File: src/rtl/cache_pkg.sv
// Shared definitions for the cache refill path: FSM encodings and
// helper sizing for the way-fill demux.
package cache_pkg;

    typedef enum logic {
        ST_IDLE = 1'b0,
        ST_FILL = 1'b1
    } fill_state_t;

    // Word-index width; a one-word line still carries a 1-bit index.
    function automatic int idx_width(input int words);
        return (words <= 1) ? 1 : $clog2(words);
    endfunction

    localparam int SEL_WIDTH_DFLT = 3;
    localparam int WORDS_DFLT     = 4;
    localparam int N              = 1 << SEL_WIDTH_DFLT;
    localparam int IDXW           = idx_width(WORDS_DFLT);

endpackage

File: src/rtl/dec_onehot.sv
// Binary way select to one-hot decoder (purely combinational).
module dec_onehot #(
    parameter int SEL_WIDTH = 3
) (
    input  logic [SEL_WIDTH-1:0]      sel,
    output logic [(1<<SEL_WIDTH)-1:0] onehot
);

    // Exactly one bit set for every select value.
    always_comb begin
        onehot      = '0;
        onehot[sel] = 1'b1;
    end

endmodule

File: src/rtl/way_fill_demux.sv
// Way-fill demux: takes refill words over valid/ready, steers each into
// the latched way as a registered one-hot write strobe with word index
// and data, and pulses done alongside the last word of the line.
//
// state   | meaning
// --------+-----------------------------------------------
// ST_IDLE | waiting for start; in_ready low, beats ignored
// ST_FILL | accepting words for the latched way
module way_fill_demux
    import cache_pkg::*;
#(
    parameter int SEL_WIDTH = 3,
    parameter int w         = 8,
    parameter int WORDS     = 4
) (
    input  logic                           clk,
    input  logic                           rst_n,
    input  logic                           start,
    input  logic [SEL_WIDTH-1:0]           start_way,
    output logic                           busy,
    input  logic                           in_valid,
    input  logic [w-1:0]                   in_data,
    output logic                           in_ready,
    output logic [(1<<SEL_WIDTH)-1:0]      way_we,
    output logic [idx_width(WORDS)-1:0]    way_word,
    output logic [w-1:0]                   way_wdata,
    output logic                           done
);

    localparam int N_WAYS = 1 << SEL_WIDTH;
    localparam int IDX_W  = idx_width(WORDS);
    localparam logic [IDX_W-1:0] LAST_IDX = IDX_W'(WORDS - 1);

    fill_state_t          state_q, state_d;
    logic [SEL_WIDTH-1:0] way_q, way_d;
    logic [IDX_W-1:0]     cnt_q, cnt_d;
    logic [N_WAYS-1:0]    way_onehot;
    logic [N_WAYS-1:0]    we_d;
    logic                 accept;
    logic                 last_beat;

    assign in_ready  = (state_q == ST_FILL);
    assign busy      = (state_q == ST_FILL);
    assign accept    = in_valid && (state_q == ST_FILL);
    assign last_beat = (cnt_q == LAST_IDX);

    dec_onehot #(.SEL_WIDTH(SEL_WIDTH)) u_dec (
        .sel    (way_q),
        .onehot (way_onehot)
    );

    // Only an accepted beat may raise a write enable.
    always_comb begin
        we_d = accept ? way_onehot : '0;
    end

    // Next-state, way latch and word counter.
    always_comb begin
        state_d = state_q;
        way_d   = way_q;
        cnt_d   = cnt_q;
        case (state_q)
            ST_IDLE: begin
                if (start) begin
                    state_d = ST_FILL;
                    way_d   = start_way;
                    cnt_d   = '0;
                end
            end
            ST_FILL: begin
                if (accept) begin
                    if (last_beat) begin
                        state_d = ST_IDLE;
                    end else begin
                        cnt_d = cnt_q + IDX_W'(1);
                    end
                end
            end
            default: state_d = ST_IDLE;
        endcase
    end

    // FSM, way and counter registers.
    always_ff @(posedge clk or negedge rst_n) begin
        if (!rst_n) begin
            state_q <= ST_IDLE;
            way_q   <= '0;
            cnt_q   <= '0;
        end else begin
            state_q <= state_d;
            way_q   <= way_d;
            cnt_q   <= cnt_d;
        end
    end

    // Write-side output registers; index and data hold between beats.
    always_ff @(posedge clk or negedge rst_n) begin
        if (!rst_n) begin
            way_we    <= '0;
            way_word  <= '0;
            way_wdata <= '0;
            done      <= 1'b0;
        end else begin
            way_we <= we_d;
            done   <= accept && last_beat;
            if (accept) begin
                way_word  <= cnt_q;
                way_wdata <= in_data;
            end
        end
    end

endmodule

File: config.mk
export PLATFORM = sky130hd
export DESIGN_NAME = way_fill_demux
export DESIGN_NICKNAME = d
export VERILOG_FILES = /design/src/rtl/cache_pkg.sv /design/src/rtl/dec_onehot.sv /design/src/rtl/way_fill_demux.sv
export SDC_FILE = /design/constraint.sdc
export NUM_CORES = 1
export LEC_CHECK = 0
export ABC_AREA = 1
export CORE_MARGIN = 2
export CORE_UTILIZATION = 40
export CTS_CLUSTER_SIZE = 30
export DETAILED_ROUTE_END_ITERATION = 6
export GPL_TIMING_DRIVEN = 1
export PLACE_DENSITY = 0.79
export SLEW_MARGIN = 25
export SYNTH_ARGS = -nofsm -noshare
export SYNTH_HDL_FRONTEND = slang
export SYNTH_SLANG_ARGS = --single-unit
File: constraint.sdc
create_clock -name clk -period 3.1 [get_ports clk]
set_input_delay 0.93 -clock clk [delete_from_list [all_inputs] [get_ports clk]]
set_output_delay 0.93 -clock clk [all_outputs]
set_load 0.02 [all_outputs]
# Yosys cells after proc, flatten, opt, wreduce, memory -nomap -nowiden
# Cells that the tools add are included.
dict set report totals {
  in_bits 15
  elab_cells 31
  ff_bits 25
  output_inout_bits 21
}
dict set report classes {
  magnitude_cmp 2
  eq_ne 4
  bitwise 1
  reduce_logical 5
  n_addsub 1
  mux 11
}
# operator count
set ops {}
lappend ops {{$mux 8} 1}
lappend ops {{$mux 2} 3}
lappend ops {{$lt 3x4->1 const B} 1}
lappend ops {{$mux 1} 4}
lappend ops {{$ne 2x2->1 const B} 2}
lappend ops {{$pmux 2 s2} 1}
lappend ops {{$demux 1 s3} 1}
lappend ops {{$ge 3x1->1 const B} 1}
lappend ops {{$logic_and 1x1->1} 3}
lappend ops {{$reduce_and 3->1} 1}
lappend ops {{$add 2x1->2 const B} 1}
lappend ops {{$eq 2x2->1 const B} 1}
lappend ops {{$ne 2x1->1 const B} 1}
lappend ops {{$pmux 1 s2} 1}
lappend ops {{$reduce_and 2->1} 1}
lappend ops {{$not 1->1} 1}

# Longest topological paths before layout
# Gate-level depths: netlist of the first run.
dict set report depth {
  ltp_word 5
  ltp_mapped 6
  mapped_depth_nobuf 6
}

# Modules after synthesis
# From an unflattened synthesis of the first run, not the netlist that was laid out.
dict set report hier_totals {
  hier_cells 117
  area_unflattened_um2 1016.0
}
# mod seq_area_each_um2 area_per_inst_um2 cells_each n_inst
set modules_own_cells {}
lappend modules_own_cells {way_fill_demux 625.6 959.7 102 1}
lappend modules_own_cells {dec_onehot 0.0 56.3 15 1}

# Worst setup path before layout of the first run
# Ideal clock, no wire load.
dict set report synth_timing {
  path_kind {register to output}
  startpoint {register state_q, in the netlist busy}
  endpoint {output port in_ready}
  path_slack_ps 1472
  required_ps 2170
  stages_incl_launch_ff 2
  n_path_buf 1
  arrival_time_ps 698
  cell_sequence {dfrtp_1 buf_4}
}
# element line_no
set synth_lines {}
lappend synth_lines {{from (decl)} way_fill_demux.sv:34} ;# fill_state_t state_q, state_d;
lappend synth_lines {{from (signal assigned)} way_fill_demux.sv:90} ;# state_q <= state_d;
lappend synth_lines {{to (decl)} way_fill_demux.sv:23} ;# output logic in_ready,
# No word-level cell between the ends.

# Worst setup path after layout of the first run
dict set report layout_timing {
  startpoint {register state_q, in the netlist busy}
  endpoint {output port busy}
}
# element line_no
set layout_lines {}
lappend layout_lines {{to (decl)} way_fill_demux.sv:20} ;# output logic busy,
# No word-level cell between the ends.

==> impl_metrics.py, run 1 <==
metrics = {
    "status": {
        "status": "finished, final reports clean",
    },
    "final_layout": {
        "antenna_cells": 0,
        "final_layout_size_suffix_gt1_share_pct": 4.41,
        "final_nets": 153,
        "areaGrowthSynthToFinish_pct": 41.9,
        "final_cell_mix": "nand2_1, clkdlybuf4s50_1, dfrtp_1",
        "stdcell_count": 164,
        "final_common_cell": "nand2_1",
        "n_fill_cell": 204,
    },
    "logic_synthesis": {
        "synth_warnings": 0,
        "synth_seq_cells": 25,
        "ys_seq_area_share_pct": 66.3,
        "syn-mean-instance-area_um2": 9.53,
        "synthMuxAreaShare_pct": 0,
        "synth-simple-area-share_pct": 25.7,
        "synth_cell_types": 13,
        "synth_compound_gate_area_share_pct": 1.72,
        "synth_xor_area_share_pct": 0,
        "synthCells": 99,
        "synth_top_family_by_area": "simple AND/OR/NAND/NOR gates",
        "netlist_area_um2": 943,
        "synthAdderAreaFrac_pct": 1.33,
        "synth_nets": 115,
    },
    "sta": {
        "finalMaxSlewViolations": 0,
        "rsz0062_at_grt": "no",
        "setup_viol": 0,
        "maxSlewHeadroom_pct": 76.7,
        "worst_slew_pin_slew_ns": 0.349,
        "timing.fmax_mhz": 429,
        "layout_min_cycle_time_ns": 2.33,
        "finClkSkew_ns": 0.00524,
        "setup_tns_ns": 0,
        "hold_viol": 0,
        "fin_crit_sh_pct": 75.1,
    },
    "drt": {
        "drtIter0Drc": 15,
        "num_vias": 747,
        "remaining_drc_errors": 0,
        "wl_um": 1860,
        "wl_per_cell_um": 11.3,
        "drt_pass1_iterations": 4,
        "drtAntennaViolNets": 0,
        "routed_via_density": 4.55,
    },
    "setup_path": {
        "cp-end-kind": "primary output",
        "critical-path-top-delay-family": "buffers and inverters",
        "critPathLaunchType": "flop",
        "path_max_fanout": 6,
        "critPathSlowestCell": "clkdlybuf4s50_1",
        "path_cells": "clkdlybuf4s50_1",
        "crit_type": "flop to primary output",
        "critPathMaxStageDelay_ns": 0.64,
        "cp_num_buf_inv": 1,
        "required_ns": 2.17,
        "cp.arrival_ns": 1.40,
    },
    "worst_hold_path": {
        "hp-class": "flop to flop",
    },
    "cts": {
        "hold_buffers": 0,
        "cts_tree": "yes",
        "cts_setup_buffers": 0,
        "clk_pin_slew_ns": 0.12,
        "clk_latency_ns": 0.30,
        "root_buffer": "clkbuf_4",
        "cts_buffer_depth": 2,
        "cts_buffers": 3,
        "clock_sinks": 25,
        "cts-resized-gates": 0,
        "h-tree-depth": 1,
    },
    "power_and_ir_drop": {
        "p_leak_nw": 0.669,
        "total_power_mw": 1.08,
        "ir_drop_v": 0.000421,
        "pwr_density_cell_mw_per_mm2": 803,
    },
    "global_route": {
        "antenna_found_initial": 0,
        "grt_pass1_wl_um": 3070,
        "grt_pass1_vias": 711,
        "grt-ovfl-total": 0,
        "grt_max_degree": 26,
        "grtUsageTotal_pct": 15.4,
    },
    "floorplan": {
        "rows": 17,
        "die_w_um": 52.6,
        "fp.dieH_um": 52.6,
        "die_area_mm2": 0.00276,
        "io_pins": 36,
        "initial_core_util_pct": 42.6,
        "core_mm2": 0.00221,
    },
    "place": {
        "dpl.hpwl_um": 1410,
        "place.gp.congestion": 0.705,
        "dp.cells": 160,
        "portBuffers": 35,
    },
    "run": {
        "max_cap_viol_count": 0,
    },
}
-- state kept, by name, summed over array words and instances, names as in the netlist --
| signal | flops |
|---|---|
| way_we | 8 |
| way_q | 3 |
| busy | 1 |
| cnt_q | 2 |
| way_word | 2 |
| way_wdata | 8 |
| done | 1 |
-- worst min-delay path: stages (launching register included) --
cell and delay (ns):
dfrtp_1 0.36, nand2_1 0.05, nand2_1 0.06
-- final timing paths --
path | from | to | cells past startpoint | slack (ns)
min | way_wdata[6]$_DFFE_PN0P_ | way_wdata[6]$_DFFE_PN0P_ | 2 | 0.50
min in group asynchronous | rst_n | way_wdata[4]$_DFFE_PN0P_ | 2 | 0.97
max | busy$_DFF_PN0_ | busy | 1 | 0.77
min reg2reg | way_wdata[6]$_DFFE_PN0P_ | way_wdata[6]$_DFFE_PN0P_ | 2 | 0.50
max in group asynchronous | rst_n | way_q[0]$_DFFE_PN0P_ | 2 | 1.90
max reg2reg | busy$_DFF_PN0_ | way_we[1]$_DFF_PN0_ | 4 | 1.74
-- final cells by class --
type | count | area, µm² | share of cell area, %
clock buffers | 4 | 26.3 | 1.96
inverters | 6 | 22.5 | 1.68
multi-input cells | 65 | 272 | 20.3
flip-flops and latches | 25 | 626 | 46.7
well taps | 28 | 35.0 | 2.62
repair buffers | 36 | 358 | 26.7
-- metal layers --
layer	track usage [%]	vias to the layer above	routed length, µm
met5	0	-	0
met4	5.13	0	10
met3	4.00	2	114
met2	26.0	22	937
met1	19.1	346	794
li1	-	377	-
-- synthesized netlist by cell type --
| master | count | share of area, % |
|---|---|---|
| or2_4 | 1 | 0.93 |
| o22ai_1 | 1 | 0.66 |
| buf_4 | 1 | 0.80 |
| nand3_1 | 5 | 2.7 |
| nor2_1 | 12 | 4.8 |
| a21oi_1 | 2 | 1.1 |
| nand2_1 | 42 | 17 |
| dfrtp_1 | 25 | 66 |
| buf_2 | 1 | 0.53 |
| nand2_2 | 1 | 0.66 |
| inv_1 | 6 | 2.4 |
| buf_6 | 1 | 1.2 |
| ha_1 | 1 | 1.3 |
-- cells by family after synthesis --
kind of cell    count (synthesis)
flops                          25
fa+ha+maj                       1
simple gates                   61
compound gates                  3
buf+inv                         9
-- power breakdown --
part,total (mW),internal [mW],switching [mW]
Clock,0.137,0.0501,0.0864
Combinational,0.455,0.204,0.251
Sequential,0.484,0.423,0.0607
-- per-stage QoR --
step           setup WS [ns]  hold slack, ns  instance area (µm²)  util [%]
2_1_floorplan           1.47           0.465                  943         -
5_1_grt                0.681           0.529                 1340      60.5
4_1_cts                0.754           0.500                 1340      60.5
3_5_place_dp           0.778           0.470                 1310      59.3
3_3_place_gp           0.867           0.470                 1310      59.3
6_report               0.771           0.495                 1340      60.5
Note: power is estimated with default switching activity, not from simulation.
==> run 2: changes to the inputs <==
Settings changed: CORE_UTILIZATION 40 to 38.
Clock period 3.1 ns to 1.95 ns, I/O delays scaled along.
==> impl_metrics.py, run 2 (synthesis gave the netlist of run 1 again) <==
metrics = {
    "final_layout": {
        "n_fill_cell": 207,
        "final_layout_size_suffix_gt1_share_pct": 6.52,
        "fin_util_pct": 56.2,
        "top_regs": "way_wdata (8), way_we (8), way_q (3)",
        "final_common_cell": "nand2_1",
        "antenna_cells": 0,
        "final_cell_mix": "nand2_1, clkdlybuf4s50_1, dfrtp_1",
        "areaGrowthSynthToFinish_pct": 43.6,
        "final_nets": 155,
    },
    "setup_path": {
        "crit_start": "way_wdata[7]$_DFFE_PN0P_",
        "cp.depth": 1,
        "r2r_setup_slack_ns": 0.83,
        "crit_path_end": "way_wdata[7]",
        "required_ns": 1.36,
        "critical-path-top-delay-family": "buffers and inverters",
        "path_cells": "clkdlybuf4s50_1",
        "cp_num_buf_inv": 1,
        "critPathMaxStageDelay_ns": 0.62,
        "crit_type": "flop to primary output",
        "critPathLaunchType": "flop",
        "cp.arrival_ns": 1.30,
        "r2r-end": "cnt_q[1]$_DFFE_PN0P_",
        "critPathSlowestCell": "clkdlybuf4s50_1",
        "r2r_start": "cnt_q[0]$_DFFE_PN0P_",
        "cp-end-kind": "primary output",
        "r2r_cells": 5,
        "path_max_fanout": 2,
    },
    "sta": {
        "finClkSkew_ns": 0.00100,
        "maxSlewHeadroom_pct": 80.3,
        "setup_tns_ns": 0,
        "finalMaxSlewViolations": 0,
        "layout_min_cycle_time_ns": 1.89,
        "timing.fmax_mhz": 529,
        "worst_slew_pin_slew_ns": 0.296,
        "rsz0062_at_grt": "no",
        "hold_viol": 0,
        "setup_viol": 0,
        "fin_crit_sh_pct": 96.9,
    },
    "floorplan": {
        "fp.dieH_um": 53.8,
        "die_area_mm2": 0.00290,
        "rows": 18,
        "io_pins": 36,
        "initial_core_util_pct": 39.1,
        "die_w_um": 53.8,
        "core_mm2": 0.00241,
    },
    "worst_hold_path": {
        "min_from": "way_wdata[3]$_DFFE_PN0P_",
        "hp-class": "flop to flop",
    },
    "drt": {
        "wl_per_cell_um": 10.8,
        "num_vias": 757,
        "drt_pass1_iterations": 6,
        "routed_via_density": 4.51,
        "remaining_drc_errors": 0,
        "drtAntennaViolNets": 0,
        "drtIter0Drc": 17,
        "wl_um": 1810,
    },
    "cts": {
        "clock_sinks": 25,
        "cts_buffer_depth": 2,
        "clk_latency_ns": 0.31,
        "clk_pin_slew_ns": 0.12,
        "cts_buffers": 3,
        "root_buffer": "clkbuf_4",
        "cts_tree": "yes",
        "h-tree-depth": 1,
    },
    "global_route": {
        "grt_pass1_wl_um": 2640,
        "grtUsageTotal_pct": 13.5,
        "grt_max_degree": 26,
        "grt_pass1_vias": 597,
        "antenna_found_initial": 0,
        "grt-ovfl-total": 0,
    },
    "power_and_ir_drop": {
        "p_sw_share_pct": 37.1,
        "p_comb_share_pct": 42.4,
        "pwr_density_cell_mw_per_mm2": 1260,
        "seqPwrFrac_pct": 44.9,
        "ir_drop_v": 0.000791,
        "p_switching_mw": 0.635,
        "p_leak_nw": 0.678,
        "p_int_mw": 1.08,
        "clockPowerShare_pct": 12.7,
    },
    "run": {
        "max_cap_viol_count": 0,
    },
    "place": {
        "place.gp.congestion": 0.792,
        "portBuffers": 35,
        "dpl.hpwl_um": 1390,
    },
    "status": {
        "status": "finished, final reports clean",
    },
}
## run 2: cell types whose count changed in the layout (fill, tap and decap cells not counted), sizes merged
cell and delta:
dlygate4sd2 +2, clkbuf -1, buf +2, clkdlybuf4s50 -2
clkinv +1
## run 2: worst min-delay path by stage
| stage | end | depth (start not counted) |
|---|---|---|
| 6_report | way_wdata[3]$_DFFE_PN0P_ | 2 |
| 5_1_grt | way_wdata[5]$_DFFE_PN0P_ | 2 |
| 3_3_place_gp | way_wdata[2]$_DFFE_PN0P_ | 2 |
| 3_5_place_dp | way_wdata[4]$_DFFE_PN0P_ | 2 |
| 2_1_floorplan | busy$_DFF_PN0_ | 0 |
| 4_1_cts | way_wdata[4]$_DFFE_PN0P_ | 2 |
## run 2: area by class of cell
cell class / count / area [µm²] / share of cell area, %
inverter: 6 / 22.5 / 1.66
multi-input combinational: 65 / 272 / 20.0
tap: 30 / 37.5 / 2.77
timing repair buffer: 38 / 370 / 27.3
sequential: 25 / 626 / 46.2
clock buffer: 3 / 22.5 / 1.66
clock inverter: 1 / 5.00 / 0.369
## run 2: what timing repair did
item                       in CTS  in global routing
setup endpoints to repair       2                  0
setup buffers                   0                  0
gates resized for setup         2                  0
hold buffers                    0                  0
## run 2: through the flow
| stage | instance area [µm²] | worst slack, ns | total power, mW | instances | hold slack (ns) |
|---|---|---|---|---|---|
| global placement | 1330 | 0.333 | 1.49 | 164 | 0.460 |
| detailed placement | 1330 | 0.308 | 1.52 | 164 | 0.472 |
| finish | 1360 | 0.0610 | 1.71 | 168 | 0.496 |
| floorplan | 943 | 0.667 | 1.19 | 99 | 0.289 |
| global route | 1360 | 0.00725 | 1.84 | 168 | 0.518 |
| CTS | 1360 | 0.0521 | 1.73 | 168 | 0.504 |
## run 2: metal layers
layer  global-route usage, %  routed length, µm
met2                    18.9                868
met3                    2.50                 99
met1                    18.5                797
met5                       0                  0
met4                    10.3                 44
## run 2: power by group through the flow
stage | logic, mW | clock network [mW] | registers [mW]
detailed placement | 0.741 | 0 | 0.783
finish | 0.727 | 0.217 | 0.768
global route | 0.793 | 0.253 | 0.792
floorplan | 0.279 | 0 | 0.906
global placement | 0.722 | 0 | 0.771
CTS | 0.734 | 0.225 | 0.771
==> run 3: changes to the inputs <==
Settings changed: ABC_CLOCK_PERIOD_IN_PS set to 1950, CORE_MARGIN 2 to 5, SLEW_MARGIN 25 to 10.
==> impl_metrics.py, run 3 (synthesis gave the netlist of run 1 again) <==
metrics = {
    "cts": {
        "hold_buffers": 0,
        "clk_pin_slew_ns": 0.11,
        "cts_buffer_depth": 2,
        "clock_sinks": 25,
        "h-tree-depth": 1,
        "cts_setup_buffers": 0,
        "cts_tree": "yes",
        "root_buffer": "clkbuf_4",
        "cts-resized-gates": 2,
        "clk_latency_ns": 0.30,
        "cts_buffers": 3,
    },
    "sta": {
        "rsz0062_at_grt": "no",
        "finClkSkew_ns": 0.00521,
        "worst_slew_pin_slew_ns": 0.295,
        "fin_crit_sh_pct": 95.7,
        "setup_tns_ns": 0,
        "setup_viol": 0,
        "timing.fmax_mhz": 536,
        "worst_slack_ns": 0.0848,
        "finalMaxSlewViolations": 0,
        "hold_viol": 0,
        "maxSlewHeadroom_pct": 80.4,
        "layout_min_cycle_time_ns": 1.87,
    },
    "setup_path": {
        "path_cells": "clkdlybuf4s50_1",
        "r2r-end": "cnt_q[1]$_DFFE_PN0P_",
        "path_max_fanout": 2,
        "crit_start": "way_wdata[0]$_DFFE_PN0P_",
        "critical-path-top-delay-family": "buffers and inverters",
        "r2r_cells": 5,
        "cp_num_buf_inv": 1,
        "required_ns": 1.36,
        "critPathMaxStageDelay_ns": 0.61,
        "crit_type": "flop to primary output",
        "cp.depth": 1,
        "cp.arrival_ns": 1.28,
        "cp-end-kind": "primary output",
        "critPathSlowestCell": "clkdlybuf4s50_1",
        "critPathLaunchType": "flop",
        "r2r_start": "cnt_q[0]$_DFFE_PN0P_",
        "r2r_setup_slack_ns": 0.78,
    },
    "drt": {
        "drtIter0Drc": 12,
        "wl_um": 1920,
        "drt_pass1_iterations": 4,
        "drtAntennaViolNets": 0,
        "remaining_drc_errors": 0,
        "num_vias": 760,
        "wl_per_cell_um": 11.4,
        "routed_via_density": 4.52,
    },
    "floorplan": {
        "fp.dieH_um": 59.8,
        "rows": 18,
        "die_w_um": 59.8,
        "die_area_mm2": 0.00358,
        "io_pins": 36,
        "core_mm2": 0.00243,
        "initial_core_util_pct": 38.8,
    },
    "global_route": {
        "grt_max_degree": 26,
        "grt_pass1_wl_um": 3410,
        "grt_pass1_vias": 772,
        "antenna_found_initial": 0,
        "grtUsageTotal_pct": 12.6,
        "grt-ovfl-total": 0,
    },
    "run": {
        "max_cap_viol_count": 0,
    },
    "final_layout": {
        "final_cell_mix": "nand2_1, clkdlybuf4s50_1, dfrtp_1",
        "final_nets": 155,
        "antenna_cells": 0,
        "final_layout_size_suffix_gt1_share_pct": 5.80,
        "multi_input_area_um2": 272,
        "n_fill_cell": 229,
        "final_common_cell": "nand2_1",
        "top_regs": "way_wdata (8), way_we (8), way_q (3)",
        "areaGrowthSynthToFinish_pct": 43.5,
        "regArea_um2": 626,
    },
    "power_and_ir_drop": {
        "pwr_density_cell_mw_per_mm2": 1260,
        "p_switching_mw": 0.630,
        "p_comb_share_pct": 42.6,
        "clockPowerShare_pct": 12.4,
        "ir_drop_v": 0.000589,
        "total_power_mw": 1.71,
        "p_int_mw": 1.08,
        "seqPwrFrac_pct": 45.0,
        "p_sw_share_pct": 36.8,
        "p_leak_nw": 0.675,
    },
    "worst_hold_path": {
        "hold_depth": 2,
        "holdPathEnd": "way_wdata[3]$_DFFE_PN0P_",
        "hp-class": "flop to flop",
        "min_from": "way_wdata[3]$_DFFE_PN0P_",
    },
    "place": {
        "dpl.hpwl_um": 1510,
        "portBuffers": 35,
        "place.gp.congestion": 0.737,
        "preCtsSetupSlack_ns": 0.303,
    },
    "status": {
        "status": "finished, final reports clean",
    },
}
[run 3: cell type report]
cell class / count / share of cell area [%]
clock buffers: 4 / 1.94
flip-flops and latches: 25 / 46.2
multi-input cells: 65 / 20.1
repair buffers: 38 / 27.4
well taps: 30 / 2.77
inverters: 6 / 1.66
[run 3: per-stage QoR]
| stage | util (%) | cells | hold WS, ns | area, µm² |
|---|---|---|---|---|
| global placement | 54.7 | 164 | 0.460 | 1330 |
| CTS | 55.7 | 168 | 0.499 | 1350 |
| finish | 55.7 | 168 | 0.490 | 1350 |
| detailed placement | 54.7 | 164 | 0.468 | 1330 |
| floorplan | - | 99 | 0.289 | 943 |
| global route | 55.7 | 168 | 0.522 | 1350 |
[run 3: tightest hold or removal path, delay by kind of cell (launching register included)]
kind / cells / cell delay (ns)
flops: 1 / 0.36
simple gates: 2 / 0.10
[run 3: how the worst max path moves through the flow]
stage                         to
finish              way_wdata[0]
global placement        in_ready
floorplan               in_ready
global route         way_word[0]
CTS                  way_word[0]
detailed placement      in_ready
[run 3: layer usage]
layer / vias to the layer above / share of wire [%] / global-route usage, %
met2: 30 / 48 / 21.0
met1: 344 / 41 / 15.0
met4: 0 / 2.8 / 8.23
met5: - / 0 / 0
met3: 4 / 8.2 / 1.73
li1: 382 / - / -
[run 3: power groups by stage]
stage	registers [mW]	logic [mW]	clock network [mW]
after floorplan	0.906	0.279	0
after global placement	0.773	0.725	0
after detailed placement	0.782	0.748	0
after CTS	0.770	0.740	0.223
after global routing	0.798	0.799	0.246
final	0.770	0.728	0.213
